### src/rtl/arcade_input_mapper.sv
// Arcade input mapper: merges PS/2 keyboard keys and per-player joystick words
// into registered per-player controls, start buttons and a conditioned coin
// pulse, with optional autofire gating of fire button A.
module arcade_input_mapper #(
   parameter int NPLAYERS     = 2,
   parameter int COIN_PULSE   = 2000000,
   parameter int AUTOFIRE_DIV = 1333333
) (
   input  logic                  clk_sys,
   input  logic                  reset,
   input  logic [10:0]           ps2_key,
   input  logic [16*NPLAYERS-1:0] joy_in,
   input  logic [NPLAYERS-1:0]   autofire_en,
   output logic [6*NPLAYERS-1:0] ctrl,
   output logic [1:0]            start,
   output logic                  coin,
   output logic                  key_evt
);

   localparam int CNT_W = (COIN_PULSE > 1) ? $clog2(COIN_PULSE) : 1;
   localparam int AF_W  = (AUTOFIRE_DIV > 1) ? $clog2(AUTOFIRE_DIV) : 1;
   localparam logic [CNT_W-1:0] CNT_LAST = CNT_W'(COIN_PULSE - 1);
   localparam logic [CNT_W-1:0] CNT_ONE  = CNT_W'(1);
   localparam logic [AF_W-1:0]  AF_LAST  = AF_W'(AUTOFIRE_DIV - 1);
   localparam logic [AF_W-1:0]  AF_ONE   = AF_W'(1);
   localparam logic             P1_EN    = (NPLAYERS >= 2) ? 1'b1 : 1'b0;

   // Key register layout: player 0 in ctrl bit order, player 1 likewise, then globals.
   localparam int K_P0_R   = 0;
   localparam int K_P0_L   = 1;
   localparam int K_P0_D   = 2;
   localparam int K_P0_U   = 3;
   localparam int K_P0_A   = 4;
   localparam int K_P0_B   = 5;
   localparam int K_P1_R   = 6;
   localparam int K_P1_L   = 7;
   localparam int K_P1_D   = 8;
   localparam int K_P1_U   = 9;
   localparam int K_P1_A   = 10;
   localparam int K_P1_B   = 11;
   localparam int K_START1 = 12;
   localparam int K_START2 = 13;
   localparam int K_COIN   = 14;

   typedef enum logic [1:0] {
      ST_IDLE     = 2'd0,
      ST_PULSE    = 2'd1,
      ST_WAIT_REL = 2'd2
   } coin_state_t;

   logic                  tog_r;
   logic                  primed_r;
   logic                  key_evt_r;
   logic [14:0]           keys_r;
   logic [14:0]           key_sel_s;
   logic [6*NPLAYERS-1:0] ctrl_r;
   logic [6*NPLAYERS-1:0] ctrl_next_s;
   logic [1:0]            start_r;
   logic [1:0]            start_next_s;
   logic [5:0]            raw_s;
   logic                  coin_src_s;
   logic                  joy_unused_s;
   logic [AF_W-1:0]       af_cnt_r;
   logic                  phase_r;
   coin_state_t           state_r;
   logic [CNT_W-1:0]      cnt_r;

   // Decode {extended, scan code} into the key register it controls.
   always_comb begin
      key_sel_s = 15'd0;
      case ({ps2_key[8], ps2_key[7:0]})
         9'h175:  key_sel_s[K_P0_U]   = 1'b1;
         9'h172:  key_sel_s[K_P0_D]   = 1'b1;
         9'h16B:  key_sel_s[K_P0_L]   = 1'b1;
         9'h174:  key_sel_s[K_P0_R]   = 1'b1;
         9'h014:  key_sel_s[K_P0_A]   = 1'b1;
         9'h011:  key_sel_s[K_P0_B]   = 1'b1;
         9'h02D:  key_sel_s[K_P1_U]   = P1_EN;
         9'h02B:  key_sel_s[K_P1_D]   = P1_EN;
         9'h023:  key_sel_s[K_P1_L]   = P1_EN;
         9'h034:  key_sel_s[K_P1_R]   = P1_EN;
         9'h01C:  key_sel_s[K_P1_A]   = P1_EN;
         9'h01B:  key_sel_s[K_P1_B]   = P1_EN;
         9'h005,
         9'h016:  key_sel_s[K_START1] = 1'b1;
         9'h006,
         9'h01E:  key_sel_s[K_START2] = 1'b1;
         9'h076,
         9'h02E,
         9'h036:  key_sel_s[K_COIN]   = 1'b1;
         default: key_sel_s = 15'd0;
      endcase
   end

   // Detect PS/2 toggle events (skipping the first post-reset clock) and update key state.
   always_ff @(posedge clk_sys or posedge reset) begin
      if (reset) begin
         tog_r     <= 1'b0;
         primed_r  <= 1'b0;
         key_evt_r <= 1'b0;
         keys_r    <= 15'd0;
      end else begin
         tog_r    <= ps2_key[10];
         primed_r <= 1'b1;
         if (primed_r && (ps2_key[10] != tog_r)) begin
            key_evt_r <= 1'b1;
            keys_r    <= (keys_r & ~key_sel_s) | (key_sel_s & {15{ps2_key[9]}});
         end else begin
            key_evt_r <= 1'b0;
         end
      end
   end

   // Merge key registers with joystick words; apply autofire gating to fire A.
   always_comb begin
      ctrl_next_s  = '0;
      start_next_s = {keys_r[K_START2], keys_r[K_START1]};
      coin_src_s   = keys_r[K_COIN];
      raw_s        = 6'd0;
      joy_unused_s = 1'b0;
      for (int i = 0; i < NPLAYERS; i++) begin
         raw_s = joy_in[16*i +: 6] |
                 ((i == 0) ? keys_r[5:0] : ((i == 1) ? keys_r[11:6] : 6'd0));
         raw_s[4] = raw_s[4] & (~autofire_en[i] | phase_r);
         ctrl_next_s[6*i +: 6] = raw_s;
         start_next_s[0] = start_next_s[0] | joy_in[16*i + 6];
         start_next_s[1] = start_next_s[1] | joy_in[16*i + 7];
         coin_src_s      = coin_src_s | joy_in[16*i + 8];
         joy_unused_s    = joy_unused_s ^ (^joy_in[16*i + 9 +: 7]);
      end
   end

   // Register the control and start outputs.
   always_ff @(posedge clk_sys or posedge reset) begin
      if (reset) begin
         ctrl_r  <= '0;
         start_r <= 2'd0;
      end else begin
         ctrl_r  <= ctrl_next_s;
         start_r <= start_next_s;
      end
   end

   // Free-running autofire divider; phase flips every AUTOFIRE_DIV cycles.
   always_ff @(posedge clk_sys or posedge reset) begin
      if (reset) begin
         af_cnt_r <= '0;
         phase_r  <= 1'b1;
      end else if (af_cnt_r == AF_LAST) begin
         af_cnt_r <= '0;
         phase_r  <= ~phase_r;
      end else begin
         af_cnt_r <= af_cnt_r + AF_ONE;
      end
   end

   // Coin conditioner: one fixed-length pulse per source assertion, held source must release.
   always_ff @(posedge clk_sys or posedge reset) begin
      if (reset) begin
         state_r <= ST_IDLE;
         cnt_r   <= '0;
      end else begin
         case (state_r)
            ST_IDLE: begin
               if (coin_src_s) begin
                  state_r <= ST_PULSE;
                  cnt_r   <= CNT_LAST;
               end else begin
                  state_r <= ST_IDLE;
               end
            end
            ST_PULSE: begin
               if (cnt_r == '0) begin
                  state_r <= coin_src_s ? ST_WAIT_REL : ST_IDLE;
               end else begin
                  cnt_r <= cnt_r - CNT_ONE;
               end
            end
            ST_WAIT_REL: begin
               if (!coin_src_s) begin
                  state_r <= ST_IDLE;
               end else begin
                  state_r <= ST_WAIT_REL;
               end
            end
            default: begin
               state_r <= ST_IDLE;
               cnt_r   <= '0;
            end
         endcase
      end
   end

   assign ctrl    = ctrl_r;
   assign start   = start_r;
   assign key_evt = key_evt_r;
   assign coin    = (state_r == ST_PULSE);

endmodule

### config.mk
export PLATFORM = sky130hd
export DESIGN_NAME = arcade_input_mapper
export DESIGN_NICKNAME = d
export VERILOG_FILES = /design/src/rtl/arcade_input_mapper.sv
export SDC_FILE = /design/constraint.sdc
export NUM_CORES = 1
export LEC_CHECK = 0
export CORE_MARGIN = 2
export CORE_UTILIZATION = 40
export CTS_CLUSTER_SIZE = 14
export DETAILED_ROUTE_END_ITERATION = 10
export PLACE_DENSITY_LB_ADDON = 0.15
export SLEW_MARGIN = 20
export SYNTH_ARGS = -nofsm -noshare
export SYNTH_HDL_FRONTEND = slang
export SYNTH_SLANG_ARGS = --single-unit
### constraint.sdc
create_clock -name clk_sys -period 2.4 [get_ports clk_sys]
set_input_delay 0.24 -clock clk_sys [delete_from_list [all_inputs] [get_ports clk_sys]]
set_output_delay 0.24 -clock clk_sys [all_outputs]
set_load 0.1 [all_outputs]
# --- Yosys cells after proc, flatten, opt, wreduce, memory -nomap -nowiden ---
# Cells that the tools add are included.
word_totals:
  output_inout_bits: 16
  romBits: 0
  word_cells: 89
  latch_bits: 0
  regBits: 77
  mem_bits_rw: 0
  mem_count: 0
op_classes:
  n_reduce_logical: 7
  n_bitwise: 20
  addsub: 2
  order_cmp: 0
  eq_ne: 26
  mul: 0
  muxes: 24
  shifts: 0
  div: 0
ops:
  columns: ["operator", "n"]
  rows:
  - ["21-bit 2-to-1 mux", 3]
  - ["21-bit case mux with 3 select lines", 1]
  - ["9-bit by 5-bit equality test with 1-bit output, second input constant", 6]
  - ["9-bit by 6-bit equality test with 1-bit output, second input constant", 6]
  - ["9-bit equality test, second input constant", 4]
  - ["15-bit AND", 2]
  - ["21-bit by 1-bit adder with 21-bit output, second input constant", 1]
  - ["21-bit equality test, second input constant", 1]
  - ["21-bit zero test", 1]
  - ["21-bit by 1-bit subtractor with 21-bit output, second input constant", 1]
  - ["9-bit by 3-bit equality test with 1-bit output, second input constant", 2]
  - ["1-bit 2-to-1 mux", 17]
  - ["15-bit NOT", 1]
  - ["15-bit OR", 1]
  - ["6-bit OR", 2]
  - ["9-bit by 7-bit equality test with 1-bit output, second input constant", 1]
  - ["1-bit OR", 8]
  - ["2-bit case mux with 3 select lines", 1]
  - ["2-bit 2-to-1 mux", 2]
  - ["2-bit != test, second input constant", 2]
  - ["1-bit NOT", 4]
  - ["2-bit OR reduction", 2]
  - ["3-bit AND reduction", 1]
  - ["3-bit OR reduction", 1]
  - ["other kinds (7)", 8]

# --- Depth between registers and ports, before layout ---
# Gate-level depths: netlist (run 1).
depth:
  depth_word: 6
  depth_mapped: 8

# --- Least setup slack after synthesis (run 1) ---
# No wires, ideal clock.
synth_path:
  path_kind: "register to register"
  from: "register state_r[1]"
  to: "register cnt_r[13]"
  synth_period_minus_slack_ns: 2.616
  t_arrival_ns: 2.547
  path_stages_with_launch: 8
  slack_ns: -0.216
  path_cell_list: "dfrtp_1 -> inv_1 -> ha_1 -> clkbuf_1 -> inv_1 -> or3_1 -> or4_1 -> nand3_1"
synth_between:
  elab_chain_cells: 3
  elab_cells_between_ends: 8
  classes_between: "eq/ne: 4; mux: 1; bitwise: 1; reduce/logical: 2"
synth_lines:
  columns: ["element", "line", "source"]
  rows:
  - ["start: declaration", "65", "coin_state_t state_r;"]
  - ["start signal: assignment", "174", "state_r <= coin_src_s ? ST_WAIT_REL : ST_IDLE;"]
  - ["2-bit by 1-bit equality test with 1-bit output *", null, null]
  - ["via coin", "16", "output logic coin,"]
  - ["2-bit != test (no line)", null, null]
  - ["3-bit AND reduction (no line)", null, null]
  - ["end signal: assignment", "176", "cnt_r <= cnt_r - CNT_ONE;"]
  - ["end: declaration", "66", "logic [CNT_W-1:0] cnt_r;"]
# Mark *: on every way through the listed nets, which the timed path passes. The rest lies on a longest branch.
# A chain may end at the register's enable or synchronous reset.

# --- Final worst setup path (run 1) ---
layout_path:
  from: "register cnt_r[12]"
  to: "register state_r[0]"
layout_between:
  elab_chain_cells: 2
layout_lines:
  columns: ["element", "line", "source"]
  rows:
  - ["21-bit zero test", "173", "if (cnt_r == '0) begin"]
  - ["2-bit by 1-bit != test with 1-bit output (no line)", null, null]
# No other way between the ends.

==> results of run 1 <==
==> placed cells by master (no fill, tap or decap), drive strengths merged, types with 15 or more instances in the layout <==
cell type and count:
xnor2 15, inv 15, nand2 24, nor2 30
clkdlybuf4s50 32, o21ai 29, dfrtp 76, nor3 17
buf 28, mux2 15, nand3 24
==> logic make-up (layout without fill, tap and decap cells) <==
kind of cell	count (synthesis)	count (layout)
AO/OA/AOI/OAI	68	68
XOR/XNOR	21	21
adder cells (fa/ha/maj)	8	8
buffers and inverters	28	92
flip-flops	77	77
multiplexers	16	16
other	1	1
AND/OR/NAND/NOR	163	163
==> power groups by stage <==
stage,Clock [W],Combinational (W),Sequential (W)
floorplan,0,0.00111,0.00169
global placement,0,0.00149,0.00162
detailed placement,0,0.00152,0.00162
CTS,0.00116,0.00152,0.00160
global route,0.00122,0.00168,0.00163
finish,0.00113,0.00152,0.00160
==> cell type report <==
class | count | area, um2 | share of cell area [%]
clock buffer | 13 | 159 | 3.31
sequential | 77 | 1930 | 40.1
tap | 133 | 166 | 3.46
inverter | 16 | 61.3 | 1.28
timing repair buffer | 60 | 543 | 11.3
clock inverter | 3 | 67.6 | 1.41
multi-input combinational | 277 | 1880 | 39.1
==> worst max-delay path by stage <==
stage                     startpoint         end  slack [ps]  cells after the start
after floorplan           state_r[1]   cnt_r[13]          80                      7
after global placement    ps2_key[8]   flip-flop         170                      5
after detailed placement  ps2_key[8]   flip-flop         110                      5
after CTS                   cnt_r[0]  state_r[0]         260                      8
after global routing        cnt_r[0]  state_r[0]          60                      8
final                      cnt_r[12]  state_r[0]         270                      5
==> routing by layer <==
| metal | vias up | GRT usage, % | routed length [um] |
|---|---|---|---|
| met2 | 57 | 26.5 | 3890 |
| met1 | 1447 | 23.6 | 3920 |
| li1 | 1499 | - | - |
| met4 | 0 | 6.48 | 158 |
| met5 | - | 0 | 0 |
| met3 | 12 | 4.30 | 340 |
==> worst register-to-register path, stage by stage, from the launching register on <==
cell and delay (ps):
dfrtp_1 450, or4_4 550, nand4bb_4 330, o21ai_0 470, nand3b_1 140, o21ai_0 100
==> through the flow <==
step                instance area [um2]  setup slack (ps)  std cells  util (%)  total power (W)
floorplan                          3950              79.9        382         -          0.00280
global placement                   4580               165        563      47.3          0.00311
detailed placement                 4580               112        563      47.3          0.00315
CTS                                4800               263        579      49.6          0.00429
global route                       4800              59.7        579      49.6          0.00453
finish                             4800               269        579      49.6          0.00424
==> results, run 1 <==
- The final net count is 496.
- The depth of the most critical reg-to-reg path is 5.
- Buffers added to address setup during post-CTS repair amount to 0.
- TritonCTS created 9 clock buffers.
- TritonCTS built the clock tree.
- The via count of the first global-routing pass came to 3021.
- The die is 103 um tall.
- Across the routed clock network, the largest skew measured is 8.09 ps.
- The post-route setup TNS is 0 ps.
- VDD sags by at most 412 uV.
- Counting flops with a built-in enable in the synthesized netlist gives 0.
- The share of total power in the clock network is 26.6%.
- The xor and xnor fraction of the mapped netlist area is 4.66%.
- The commonest cells after synthesis are dfrtp_1, nor2_1, nand2_1, nand3_1.
- The port buffer count is 48.
- Pin placement for this block handled 63 I/O pins.
- The synthesized netlist cell count is 382.
- The reported leakage power is 2.03 nW.
- Of the total power, combinational logic draws 35.8%.
- The adder-cell area share of the yosys netlist is 2.54%.
- The number of gates resized after CTS was 0.
- Traced cell by cell, the critical path runs through or4_4, nand4bb_4, o21ai_0, nand3b_1, o21ai_0.
- In this run the tightest slew margin relative to its limit is 59.9%.
- The area added between synthesis and finish is 21.7%.
- Counting flops and latches in the post-synthesis netlist gives 77.
- The detail route stage leaves a number of antenna-violating nets equal to 0.
- Summed over its instances, the top area cell type makes up 48.2% of the synthesized netlist area.
- The most frequent cell after synthesis is dfrtp_1.
- The startpoint of the lowest-slack register-to-register path is cnt_r[12].
- In this run the core area contains 36 standard-cell rows.
- The first-iteration detailed-routing DRC count is 132.
- The required time at the endpoint of the critical path is 2670 ps.
- The tree is rooted in a clkbuf_8.
- The class of the most critical hold timing path is in2async.
- After detailed routing, the total wire length is 8.31 mm.
- Setup violations remaining at the end of the flow were counted as 0.
- In this run the cell area of the synthesized design comes to 3950 um2.
- The number of DRC violations after detailed routing is 0.
- The minimum clock period is 2130 ps.
- The worst hold slack is 255 ps.
- The share of total power in sequential cells is 37.7%.
- The sequential area share after synthesis is 48.9%.
- The mux contribution to synthesized area is 4.53%.
- The cell-internal power is 0.00267 W.
- The data arrival time of the critical path is 2400 ps.
- Grouping stages by cell kind, the critical path spends the most delay in simple AND/OR/NAND/NOR gates.
- The dominant register cell in the synthesized netlist is dfrtp_1.
- The share of final-layout standard cells stronger than drive strength 1 is 21.3%.
- The largest fanout on the critical path is 8.
- The congestion estimate from routability-driven global placement came to 0.820.
- The post-synth net total is 437.
- The async set-or-reset flop fraction in the synthesized netlist is 100%.
- The area fraction in compound gates after synthesis is 11.9%.
- The biggest cell delay along the critical path is 550 ps.
- The final number of max-transition violations is 0.
- The critical path is of the reg2reg type.
- The critical path's slowest cell is or4_4.
- The number of distinct standard cells referenced by the synthesized netlist is 57.
- The CTS H-tree depth is 3.
- Net switching is 37.0% of the power.
- By area, the combinational part of the netlist is dominated by simple AND/OR/NAND/NOR gates.
- The total number of vias is 3015.
- After synthesis, the cell types taking the most area are dfrtp_1, mux2_2, xnor2_1.
- The power per standard cell area is 883 nW/um2.
- The final hold violation count came to 0.
- Timing would allow up to 469 MHz.
- The total track usage is 17.2%.
- The final routed wire length divided by cell count is 14.4 um.
- After clock tree synthesis, the clock-pin slew on the worst setup and hold paths is 80 ps.
- The initial utilization of the core area, before any placement, comes to 40.7%.
- The first-pass GRT wire length is 14.3 mm.
- The endpoint of the worst register-to-register path is state_r[0].
- For the worst-skew pair, the clock arrives at the later sink with an insertion delay of 360 ps.
- The pin count of the biggest net entering global routing is 35.
- The cell occurring most often along the worst timing path is o21ai_0.
- The switching power total is 0.00157 W.
- The total overflow reported by the global router is 0.
- The largest area contributor in the synthesized netlist is dfrtp_1.
- The number of max-cap violations is 0.
- The reg-to-reg setup timing slack is 270 ps.
- The hold buffer count at CTS is 0.
- The critical path capture point type is a flip-flop.
- The longest clock path from root to sink contains 2 buffers.
- The buffers plus inverters on the worst setup path is 0.
- The flow ran to the end, and the final reports show no timing, DRC or antenna violations.
- The number of clock sinks is 77.
- The core region is 9680 um2.
- The synthesized netlist devotes 23.7% of its cell area to simple gates.
- The number of diodes is 0.
- Detailed placement ended at an HPWL of 5.87 mm.
- The total number of yosys warnings is 0.
- In the routed layout, each cell is associated on average with a via count of 5.21.
- The mean instance size in the synthesized netlist is 10.3 um2.
- Setup repair after global routing left no endpoint under its margin.
- The number of detailed-routing iterations run before antenna repair is 5.
- At the pin with the least slew margin, the transition time is 600 ps.
- The critical path launch point type is a flip-flop.
- The floorplan step defined a die boundary enclosing 10700 um2.
- The number of antenna violations at the first check in global routing is 0.
- After filler insertion, the fill cell instance count of the layout stands at 896.
- The x dimension of the die is 103 um.
- The share of the clock period used by the worst path is 88.8%.
No activity file was read; power rests on OpenSTA's default activity.
==> inputs of run 2 (changes only) <==
--- a/config.mk
+++ b/config.mk
@@ -5,6 +5,7 @@
 export SDC_FILE = /design/constraint.sdc
 export NUM_CORES = 1
 export LEC_CHECK = 0
+export CAP_MARGIN = 10
 export CORE_MARGIN = 2
 export CORE_UTILIZATION = 40
 export CTS_CLUSTER_SIZE = 14
==> results of run 2 <==
Same layout as run 1: the final DEF is identical, and so are final timing and power.
